[config.mk]
export PLATFORM = sky130hd
export DESIGN_NAME = lcd_frame_prefetch
export DESIGN_NICKNAME = d
export VERILOG_FILES = /design/src/rtl/lcd_frame_prefetch.sv
export SDC_FILE = /design/constraint.sdc
export NUM_CORES = 1
export LEC_CHECK = 0
export BUFFER_PORTS_ARGS = -buffer_cell sky130_fd_sc_hd__buf_2
export CAP_MARGIN = 10
export CELL_PAD_IN_SITES_DETAIL_PLACEMENT = 0
export CELL_PAD_IN_SITES_GLOBAL_PLACEMENT = 1
export CORE_ASPECT_RATIO = 1.25
export CORE_MARGIN = 1
export CORE_UTILIZATION = 55
export DETAILED_ROUTE_END_ITERATION = 10
export GPL_TIMING_DRIVEN = 0
export PLACE_DENSITY = 0.78
export RECOVER_POWER = 25
export SYNTH_ARGS = -nofsm -noshare
export SYNTH_HDL_FRONTEND = slang
export SYNTH_SLANG_ARGS = --single-unit
export TNS_END_PERCENT = 100
[constraint.sdc]
create_clock -name clk -period 4.6 [get_ports clk]
set_input_delay 0.46 -clock clk [delete_from_list [all_inputs] [get_ports clk]]
set_output_delay 0.46 -clock clk [all_outputs]
set_load 0.01 [all_outputs]
[src/rtl/lcd_frame_prefetch.sv]
// rtl/lcd_frame_prefetch.sv - frame prefetcher feeding the LCD timing driver from SDRAM bursts
// One burst outstanding at a time; FIFO space is reserved before each request.
module lcd_frame_prefetch #(
  parameter int                FIFO_DEPTH = 64,
  parameter int                BURST_LEN  = 16,
  parameter int                H_PIXELS   = 640,
  parameter int                V_LINES    = 480,
  parameter int                ADDR_W     = 22,
  parameter logic [ADDR_W-1:0] FRAME_BASE = '0
) (
  input  logic                          clk,
  input  logic                          rst,
  input  logic                          lcd_request,
  input  logic                          lcd_framesync,
  output logic [15:0]                   lcd_data,
  output logic                          rd_req,
  output logic [ADDR_W-1:0]             rd_addr,
  input  logic                          rd_ack,
  input  logic                          rd_valid,
  input  logic [15:0]                   rd_data,
  output logic [$clog2(FIFO_DEPTH):0]   fifo_level,
  output logic                          underflow
);

  localparam int          PW         = $clog2(FIFO_DEPTH);
  localparam int          BW         = $clog2(BURST_LEN);
  localparam logic [19:0] TOTAL      = 20'(H_PIXELS * V_LINES);
  localparam logic [BW:0] BEAT_FULL  = (BW+1)'(BURST_LEN);
  localparam logic [PW:0] BURST_ROOM = (PW+1)'(BURST_LEN);

  typedef enum logic [2:0] {S_IDLE, S_FLUSH, S_REQ, S_DATA, S_DRAIN} state_t;

  state_t      r_state;
  logic [PW:0] r_wr_ptr;
  logic [PW:0] r_rd_ptr;
  logic [19:0] r_fetched;
  logic [BW:0] r_beat_cnt;
  logic        r_rd_req;
  logic [15:0] r_lcd_data;
  logic        r_underflow;
  logic [15:0] r_mem [FIFO_DEPTH];

  logic [PW:0] w_level;
  logic [PW:0] w_free;
  logic        w_empty;
  logic        w_wr_en;
  logic [BW:0] w_beat_next;

  assign w_level     = r_wr_ptr - r_rd_ptr;
  assign w_free      = (PW+1)'(FIFO_DEPTH) - w_level;
  assign w_empty     = (w_level == '0);
  // A beat coinciding with framesync belongs to an aborted burst, so it is counted but not stored.
  assign w_wr_en     = (r_state == S_DATA) && rd_valid && !lcd_framesync;
  assign w_beat_next = r_beat_cnt + (BW+1)'(rd_valid);

  assign lcd_data    = r_lcd_data;
  assign rd_req      = r_rd_req;
  assign rd_addr     = FRAME_BASE + ADDR_W'(r_fetched);
  assign fifo_level  = w_level;
  assign underflow   = r_underflow;

  always_ff @(posedge clk or posedge rst) begin
    if (rst) begin
      r_state    <= S_IDLE;
      r_fetched  <= '0;
      r_beat_cnt <= '0;
      r_rd_req   <= 1'b0;
    end else begin
      case (r_state)
        S_IDLE: begin
          if (lcd_framesync) r_state <= S_FLUSH;
        end
        S_FLUSH: begin
          r_fetched <= '0;
          r_state   <= S_REQ;
        end
        S_REQ: begin
          if (lcd_framesync) begin
            r_rd_req   <= 1'b0;
            r_beat_cnt <= '0;
            r_state    <= (r_rd_req && rd_ack) ? S_DRAIN : S_FLUSH;
          end else if (r_fetched == TOTAL) begin
            r_rd_req <= 1'b0;
            r_state  <= S_IDLE;
          end else if (r_rd_req && rd_ack) begin
            r_rd_req   <= 1'b0;
            r_beat_cnt <= '0;
            r_state    <= S_DATA;
          end else if (w_free >= BURST_ROOM) begin
            r_rd_req <= 1'b1;
          end
        end
        S_DATA: begin
          if (lcd_framesync) begin
            r_beat_cnt <= w_beat_next;
            r_state    <= S_DRAIN;
          end else if (rd_valid) begin
            r_beat_cnt <= w_beat_next;
            if (w_beat_next == BEAT_FULL) begin
              r_fetched <= r_fetched + 20'(BURST_LEN);
              r_state   <= S_REQ;
            end
          end
        end
        S_DRAIN: begin
          r_beat_cnt <= w_beat_next;
          if (w_beat_next >= BEAT_FULL) r_state <= S_FLUSH;
        end
        default: r_state <= S_IDLE;
      endcase
    end
  end

  always_ff @(posedge clk or posedge rst) begin
    if (rst) begin
      r_wr_ptr    <= '0;
      r_rd_ptr    <= '0;
      r_lcd_data  <= '0;
      r_underflow <= 1'b0;
    end else if (r_state == S_FLUSH) begin
      r_wr_ptr    <= '0;
      r_rd_ptr    <= '0;
      r_underflow <= 1'b0;
      if (lcd_request) r_lcd_data <= '0;
    end else begin
      if (w_wr_en) r_wr_ptr <= r_wr_ptr + (PW+1)'(1);
      if (lcd_request) begin
        if (!w_empty) begin
          r_lcd_data <= r_mem[r_rd_ptr[PW-1:0]];
          r_rd_ptr   <= r_rd_ptr + (PW+1)'(1);
        end else begin
          r_lcd_data  <= '0;
          r_underflow <= 1'b1;
        end
      end
    end
  end

  always_ff @(posedge clk) begin
    if (w_wr_en) r_mem[r_wr_ptr[PW-1:0]] <= rd_data;
  end

endmodule

* Word-level counts from Yosys, hierarchy flattened *
Memories as Yosys holds them, arrays and structs flattened.
Cells that the tools add are included.

word-level totals
  register bits = 60
  RAM bits = 1024
  memories kept = 1
  word-level logic and storage cells = 90
  output and inout port bits = 47

cells by class
  add/sub/neg operators = 6
  mux-type cells = 38
  reduce and logical (&&, ||, !) cells = 18
  equal/unequal tests = 17
  order comparisons = 2

memories
  name   depth  bits a word  read ports  clocked after memory_dff  write ports  line  text
  r_mem  64     16           1           0                         1            41    logic [15:0] r_mem [FIFO_DEPTH];

operators with widths
  kind                   count
  $mux 16                4
  $mux 20                3
  $pmux 20 s2            1
  $mux 7                 5
  $mux 3                 9
  $mux 5                 5
  $add 20x5->20 const B  1
  $eq 20x19->1 const B   1
  $pmux 3 s5             1
  $pmux 5 s3             1
  $add 7x1->7 const B    2
  $mux 1                 9
  $ne 3x3->1 const B     3
  $ne 2x2->1 const B     4
  $reduce_and 4->1       2
  $reduce_bool 2->1      4
  $ge 7x5->1 const B     1
  $logic_not 7->1        1
  $sub 7x7->7            1
  $sub 7x7->7 const A    1
  $eq 3x2->1 const B     2
  $reduce_and 2->1       3
  $add 5x1->5            1
  $eq 5x5->1 const B     1
  other kinds (12)       15

* Depth between registers and ports, before layout *
Gate-level depths: netlist of run 1.

  depth after elaboration = 7
  gate-level depth with buffers = 13
  mapped depth without buffers = 10

* Worst setup path before layout of run 1 *
Ideal clock, no wire load.

  kind = input port to flip-flop
  start = input lcd_framesync
  end = memory r_mem[47][0] (enable)
  arrival = 3116 ps
  path slack = 1071 ps
  cell stages on the path = 6
  data required time = 4187 ps
  library setup time = 413 ps
  cell sequence = clkbuf_1 nand2b_1 nor3_2 nand4_1 or2_2 nor3b_1

on the way
  longest elaborated chain between the ends = 4

ends and longest elaborated chain
  element                       line  text
  start: declaration            14    input logic lcd_framesync,
  $logic_not 1->1               53    assign w_wr_en = (r_state == S_DATA) && rd_valid && !lcd_framesync;
  $logic_and 1x1->1             53
  $mux 1                        140   if (w_wr_en) r_mem[r_wr_ptr[PW-1:0]] <= rd_data;
  $mux 1 (implied by the code)  140
  end: declaration              41

No other way between the ends.

* Final worst setup path of run 1 *
  start = register r_rd_ptr[1]
  end = output fifo_level[6]

on the way
  longest elaborated chain between the ends = 1

ends and longest elaborated chain
  element                   line  text
  start: declaration        35    logic [PW:0] r_rd_ptr;
  start signal: assignment  130   r_rd_ptr <= r_rd_ptr + (PW+1)'(1);
  $sub 7x7->7               49    assign w_level = r_wr_ptr - r_rd_ptr;
  end: declaration          21    output logic [$clog2(FIFO_DEPTH):0] fifo_level,

No other way between the ends.

==> flow_summary.ini, run 1 <==
[critical_path]
rrSetupSlack_ns = 0.29
cp_common_cell = buf_2
path_delay_family = buffers and inverters
end_kind = primary output
critPathMaxStageDelay_ns = 0.58
cp_data_arrival_time_ns = 4.05
required_ns = 4.14
start_kind = flip-flop
worstSetupStartpoint = r_rd_ptr[1]$_DFFE_PP0P_
r2r-start = r_rd_ptr[1]$_DFFE_PP0P_
crit_fanout = 13
critPathBufInv = 4
reg2reg_depth = 11
path_cells = buf_2, buf_2, inv_1, fa_1, a211oi_2, nor2_1, a221o_1, or2_2, buf_2
worstSetupPathType = flip-flop to primary output
r2r-end = r_rd_ptr[2]$_DFFE_PP0P_
worst-path-stages = 9
cp-endpoint = fifo_level[6]
cpMaxStageDelayCell = fa_1

[floorplanning]
core-area_um2 = 77200
ios = 69
die_area_um2 = 78900
start_util_pct = 55.4
placementRows = 114
die_w_um = 251
die_y_um = 314

[pwr]
p_per_area_nw_per_um2 = 526
clockPowerShare_pct = 31.5
p_seq_share_pct = 43.1
peakVddDrop_mv = 0.412
p_switching_mw = 7.88
sw_frac_of_total_pct = 30.8
pwr-share-comb_pct = 25.4
power.internal_mw = 17.7
p_leak_nw = 15.4

[timing]
hold_viol = 0
max_freq_mhz = 222
max_slew_margin_pct = -136
fin_setup_tns_ns = 0
tightest_slew_ns = 3.54
period_needed_ns = 4.51
finClkSkew_ns = 0.0212
grt_setup_unrepaired = true
finalCritPeriodShare_pct = 98.1
slew_violations = 532
finalSetupViolCount = 0

[layout]
nets = 2549
area_growth_pct = 13.7
drive_above_1_share_pct = 23.9
antenna_cells = 0
final_area_um2 = 48600

[grt]
grt-ovfl-total = 0
antenna_found_initial = 3
grt_pass1_wl_um = 174000
grt_max_degree = 65
grt_pass1_vias = 23400
grt_usage_pct = 31.9

[clocking]
cts_made_buffers = 100
clkTransAtPathRegs_ns = 0.06
clk_path_buf_depth = 3
root_buffer = clkbuf_16
cts-htree-levels = 3
clock-sinks = 1080
clock_latency_ns = 0.68
cts_tree = done

[outcome]
status = finished with violations
failed_checks = max-capacitance violations, max-slew violations

[drt]
num_vias = 23900
drt_iter0_drc = 3195
drt-vias-per-instance = 6.55
wl_per_cell_um = 33.9
met3_length_um = 10100
wl_met1_um = 49400
drc = 0
dr_wl_met2_um = 58000
drt-pass1-iter-count = 6
postRouteAntennaNets = 0
routed.top_layer = met5
wirelength_um = 124000

[logic_synthesis]
synth_top_cell_by_area = edfxtp_1
synth_cell_type_count = 73
syn_area_um2 = 42800
yosysWarnings = 0
async_flop_share_pct = 5.19
synth_seq_cells = 1080
synthTopCellsByArea = edfxtp_1 (72%), mux4_2 (9.9%), dfrtp_1 (3.3%), mux2i_1 (2.8%), nor2_1 (1.2%)
synth_edf_count = 1024
yosysTopAreaCellShare_pct = 71.9
syn_avg_cell_area_um2 = 18.8
synth.yosys.seq_area_share_pct = 75.2
synthFlopType = edfxtp_1
synthCells = 2281

[place]
portBuffers = 61
place_congestion = 1.02
placed_area_um2 = 45400
dpl.hpwl_um = 83900

[hold_path]
min_path_type = primary input to flip-flop

[run]
max_cap_viol_count = 11
[sequential cells by signal, summed over array words and instances, names as in the netlist]
name and cells:
r_mem 1024, lcd_data 16, r_fetched 16, r_rd_ptr 7, r_wr_ptr 7, r_beat_cnt 5, r_state 3, rd_req 1
underflow 1
[metal layers]
metal / GRT usage (%) / up-vias
li1: - / 9740
met1: 45.2 / 12600
met2: 49.7 / 1320
met3: 4.87 / 228
met4: 14.5 / 2
met5: 0 / -
[worst min-delay path by stage]
stage	depth (start not counted)	slack, ns	startpoint	to
CTS	4	0.1	rd_ack	rd_req$_DFFE_PP0P_
global route	4	0.18	rd_ack	rd_req$_DFFE_PP0P_
floorplan	2	0.45	r_beat_cnt[0]$_DFFE_PP0P_	r_beat_cnt[0]$_DFFE_PP0P_
detailed placement	2	0.48	r_beat_cnt[0]$_DFFE_PP0P_	r_beat_cnt[0]$_DFFE_PP0P_
finish	4	0.12	rd_ack	rd_req$_DFFE_PP0P_
global placement	2	0.47	r_beat_cnt[0]$_DFFE_PP0P_	r_beat_cnt[0]$_DFFE_PP0P_
[area by class of cell]
class / count / area [µm²]
Clock inverter: 56 / 457
Timing Repair Buffer: 128 / 1210
Clock buffer: 131 / 2700
Buffer: 125 / 594
Multi-Input combinational cell: 1059 / 10100
Inverter: 20 / 78.8
Tap cell: 1044 / 1310
Sequential cell: 1080 / 32200
Fill cell: 5408 / 28500
[per-stage QoR]
stage | utilization, % | instances | hold slack, ns | power [mW] | worst slack, ns
after detailed placement | 58.9 | 3446 | 0.485 | 17.6 | -0.806
after global routing | 63.0 | 3643 | 0.182 | 26.2 | -0.0357
after global placement | 57.5 | 3391 | 0.469 | 17.5 | -0.755
after CTS | 63.0 | 3633 | 0.0963 | 25.6 | 0.0150
final | 63.0 | 3643 | 0.124 | 25.6 | 0.0885
after floorplan | - | 2286 | 0.454 | 15.0 | 1.07
[Yosys cell counts (14+ instances only)]
cell type and count:
nand4_1 21, nor3_1 33, nand3_1 68, edfxtp_1 1024, a21oi_1 39, xnor2_1 17
o21ai_0 42, dfrtp_1 56, o22ai_1 29, nor4_1 17, inv_1 18, clkbuf_1 54
mux2i_1 121, a22oi_1 49, buf_2 50, mux2_2 29, nor2_1 134, mux4_2 188
nand2_1 91, buf_4 14, nor2b_1 17
[timing repair]
item                                    in CTS  in global routing
resized for setup                            3                  1
hold buffers                                 1                  0
endpoints found under the hold margin       17                  0
buffers inserted                             0                  2
endpoints found under the setup margin      27                 16
[power by group through the flow]
stage | Clock (mW) | Combinational, mW | Sequential [mW]
6_report | 8.07 | 6.51 | 11.0
5_1_grt | 8.47 | 6.75 | 11.0
4_1_cts | 8.13 | 6.44 | 11.0
3_5_place_dp | 0 | 6.41 | 11.2
3_3_place_gp | 0 | 6.33 | 11.2
2_1_floorplan | 0 | 3.77 | 11.2
[cells in the final DEF, fill, tap and decap left out, types with 10 or more instances in the layout]
| cell | n |
|---|---|
| ha_1 | 12 |
| buf_2 | 99 |
| mux4_2 | 188 |
| mux2_2 | 29 |
| o21ai_0 | 42 |
| nand3_1 | 68 |
| nor2_1 | 74 |
| nand2_1 | 91 |
| clkinv_1 | 21 |
| dfrtp_1 | 56 |
| buf_8 | 47 |
| nand4_1 | 21 |
| nor2b_1 | 17 |
| inv_1 | 16 |
| a21oi_1 | 39 |
| mux2i_1 | 121 |
| o22ai_1 | 29 |
| a22oi_1 | 49 |
| clkbuf_16 | 101 |
| nor4_1 | 16 |
| edfxtp_1 | 1024 |
| or3_1 | 10 |
| clkbuf_1 | 94 |
| nor3_1 | 31 |
| nor2_2 | 60 |
| buf_4 | 18 |
| clkinv_2 | 20 |
| xnor2_1 | 17 |
| and3_1 | 12 |
[logic make-up after synthesis]
family          count (synthesis)  synth area share, %
simple gates                  436                 4.84
compound gates                245                 4.09
xor+xnor                       21                0.430
mux                           338                 13.5
buf+inv                       147                 1.58
fa+ha+maj                      13                0.398
other cells                     1              0.00877
flops                        1080                 75.2
[worst register-to-register path, cell delays in order, from the launching register on]
cell      delay [ns]
dfrtp_1         0.37
buf_2           0.28
buf_2           0.40
inv_1           0.45
fa_1            0.59
a211oi_2        0.28
nor2_1          0.13
a221o_1         0.38
nor4_2          0.50
clkbuf_1        0.46
o21ai_0         0.20
a21oi_1         0.18
(Power assumes the default switching activity.)
==> inputs of run 2 (changes only) <==
==> constraint.sdc (replaced) <==
create_clock -name clk -period 4.2 [get_ports clk]
set_input_delay 0.42 -clock clk [delete_from_list [all_inputs] [get_ports clk]]
set_output_delay 0.42 -clock clk [all_outputs]
set_load 0.01 [all_outputs]
==> run 2 against run 1 <==
Sequential share of layout area about the same. Sequential cell count stayed put. Critical path type is now flip-flop to flip-flop. Wire length is 0.31% higher. Critical path depth decreased by 2. Cell count is essentially flat. Die area stayed put. Hold slack worse by 0.040 ns. Setup slack worse by 0.14 ns. Clock skew is 0.0030 ns higher. Power rose by 9.8%. The run ends with max-capacitance violations, max-slew violations, negative setup slack left. Clock-buffer cell count stayed put.
==> flow_summary.ini, run 2 (same netlist as run 1, synthesis figures left out) <==
[drt]
postRouteAntennaNets = 0
wirelength_um = 124000
drc = 0
drt-pass1-iter-count = 8
drt-vias-per-instance = 6.54
wl_per_cell_um = 34.0
drt_iter0_drc = 3297
num_vias = 23800

[grt]
grt_use_met3_pct = 4.76
grt-ovfl-total = 0
grt_pass1_wl_um = 174000
top_usage_layer = met2
grt_usage_pct = 32.0
grt_use_met1_pct = 45.3
antenna_found_initial = 4
grt_pass1_vias = 23400
grt_use_met2_pct = 49.8
grt_max_degree = 65

[layout]
drive_above_1_share_pct = 24.1
final_common_cell = edfxtp_1
nets = 2549
fillCellCount = 5403
stdcell_count = 3644
largest_register_ffs = 1024
finish.utilization_pct = 63.1
area_growth_pct = 13.8
mostFrequentLayoutCells = edfxtp_1 (1024), mux4_2 (188), mux2i_1 (121)
final_area_um2 = 48700

[clocking]
clkTransAtPathRegs_ns = 0.06
root_buffer = clkbuf_16
clk_path_buf_depth = 3
cts_tree = done
clock-sinks = 1080
cts-htree-levels = 3
clock_latency_ns = 0.68
cts_made_buffers = 100

[floorplanning]
die_y_um = 314
die_w_um = 251
start_util_pct = 55.4
die_area_um2 = 78900
placementRows = 114
core-area_um2 = 77200
ios = 69

[hold_path]
hold_start = rd_ack
worst_hold_path.endpoint = rd_req$_DFFE_PP0P_
min_path_type = primary input to flip-flop
holdPathStages = 4

[timing]
max_slew_margin_pct = -136
tightest_slew_ns = 3.54
hold_ws_ns = 0.0837
period_needed_ns = 4.25
finalSetupViolCount = 1
max_freq_mhz = 235
layout_setup_ws_ns = -0.0519
finClkSkew_ns = 0.0242
slew_violations = 534
finalCritPeriodShare_pct = 101
grt_setup_unrepaired = false
fin_setup_tns_ns = -0.0519
hold_viol = 0

[outcome]
failed_checks = max-capacitance violations, max-slew violations, negative setup slack
status = finished with violations

[critical_path]
required_ns = 4.69
r2r-start = r_rd_ptr[4]$_DFFE_PP0P_
start_kind = flip-flop
end_kind = flip-flop
reg2reg_depth = 7
rrSetupSlack_ns = -0.05
r2r-end = lcd_data[10]$_DFFE_PP0P_
cp_data_arrival_time_ns = 4.74
worstSetupPathType = flip-flop to flip-flop
crit_fanout = 10

[run]
max_cap_viol_count = 11

[place]
portBuffers = 61
placed_area_um2 = 45400
place_ws_ns = -1.21
place_congestion = 1.02
dp.cells = 3446
dpl.hpwl_um = 83900

[pwr]
p_per_area_nw_per_um2 = 578
p_leak_nw = 15.4
peakVddDrop_mv = 0.449
power_mw = 28.1
==> run 2: changes by cell type in the layout (fill, tap and decap cells not counted), sizes merged <==
cell and delta:
clkinv -1, inv -1, clkinvlp +2, diode +1
==> run 2: how the worst max path moves through the flow <==
stage / start / end / slack (ns) / cells past startpoint
6_report: r_rd_ptr[4]$_DFFE_PP0P_ / lcd_data[10]$_DFFE_PP0P_ / -0.05 / 7
5_1_grt: r_rd_ptr[3]$_DFFE_PP0P_ / fifo_level[6] / 0.003 / 9
4_1_cts: r_rd_ptr[4]$_DFFE_PP0P_ / r_rd_ptr[2]$_DFFE_PP0P_ / 0.11 / 11
3_5_place_dp: r_rd_ptr[4]$_DFFE_PP0P_ / lcd_data[10]$_DFFE_PP0P_ / -1.21 / 13
3_3_place_gp: r_rd_ptr[4]$_DFFE_PP0P_ / lcd_data[14]$_DFFE_PP0P_ / -1.15 / 13
2_1_floorplan: lcd_framesync / r_mem[47][0]$_DFFE_PP_ / 0.71 / 6
==> run 2: report_power, final <==
part	switching (mW)	total (mW)	internal (mW)	leakage, nW
clock network	3.94	8.85	4.91	1.54
logic	4.58	7.18	2.60	3.95
registers	0.155	12.1	11.9	9.95
==> run 2: layout make-up <==
cell class | count | area [µm²] | share of cell area, %
Sequential cell | 1080 | 32200 | 66.1
Buffer | 125 | 603 | 1.24
Multi-Input combinational cell | 1059 | 10200 | 20.9
Tap cell | 1044 | 1310 | 2.68
Clock buffer | 131 | 2700 | 5.55
Clock inverter | 56 | 457 | 0.938
Inverter | 20 | 86.3 | 0.177
Timing Repair Buffer | 128 | 1210 | 2.49
Antenna cell | 1 | 2.50 | 0.00514
==> run 2: worst max-delay path, stage by stage (launching register included) <==
cell      delay (ns)
dfrtp_1         0.38
clkbuf_2        0.43
buf_2           0.39
clkbuf_1        0.72
clkbuf_1        0.77
nor4_1          0.28
nor3_1          1.04
a211oi_2        0.04
==> run 2: timing repair <==
action,4_1_cts,5_1_grt
pin swaps,0,0
setup buffers,2,0
resized for setup,7,6
hold buffers,1,0
endpoints found under the setup margin,28,16
endpoints found under the hold margin,17,0
==> run 2: routing by layer <==
layer | wire length (µm) | up-vias
li1 | - | 9737
met1 | 49200 | 12400
met2 | 58700 | 1430
met3 | 10500 | 218
met4 | 5650 | 0
met5 | 0 | -
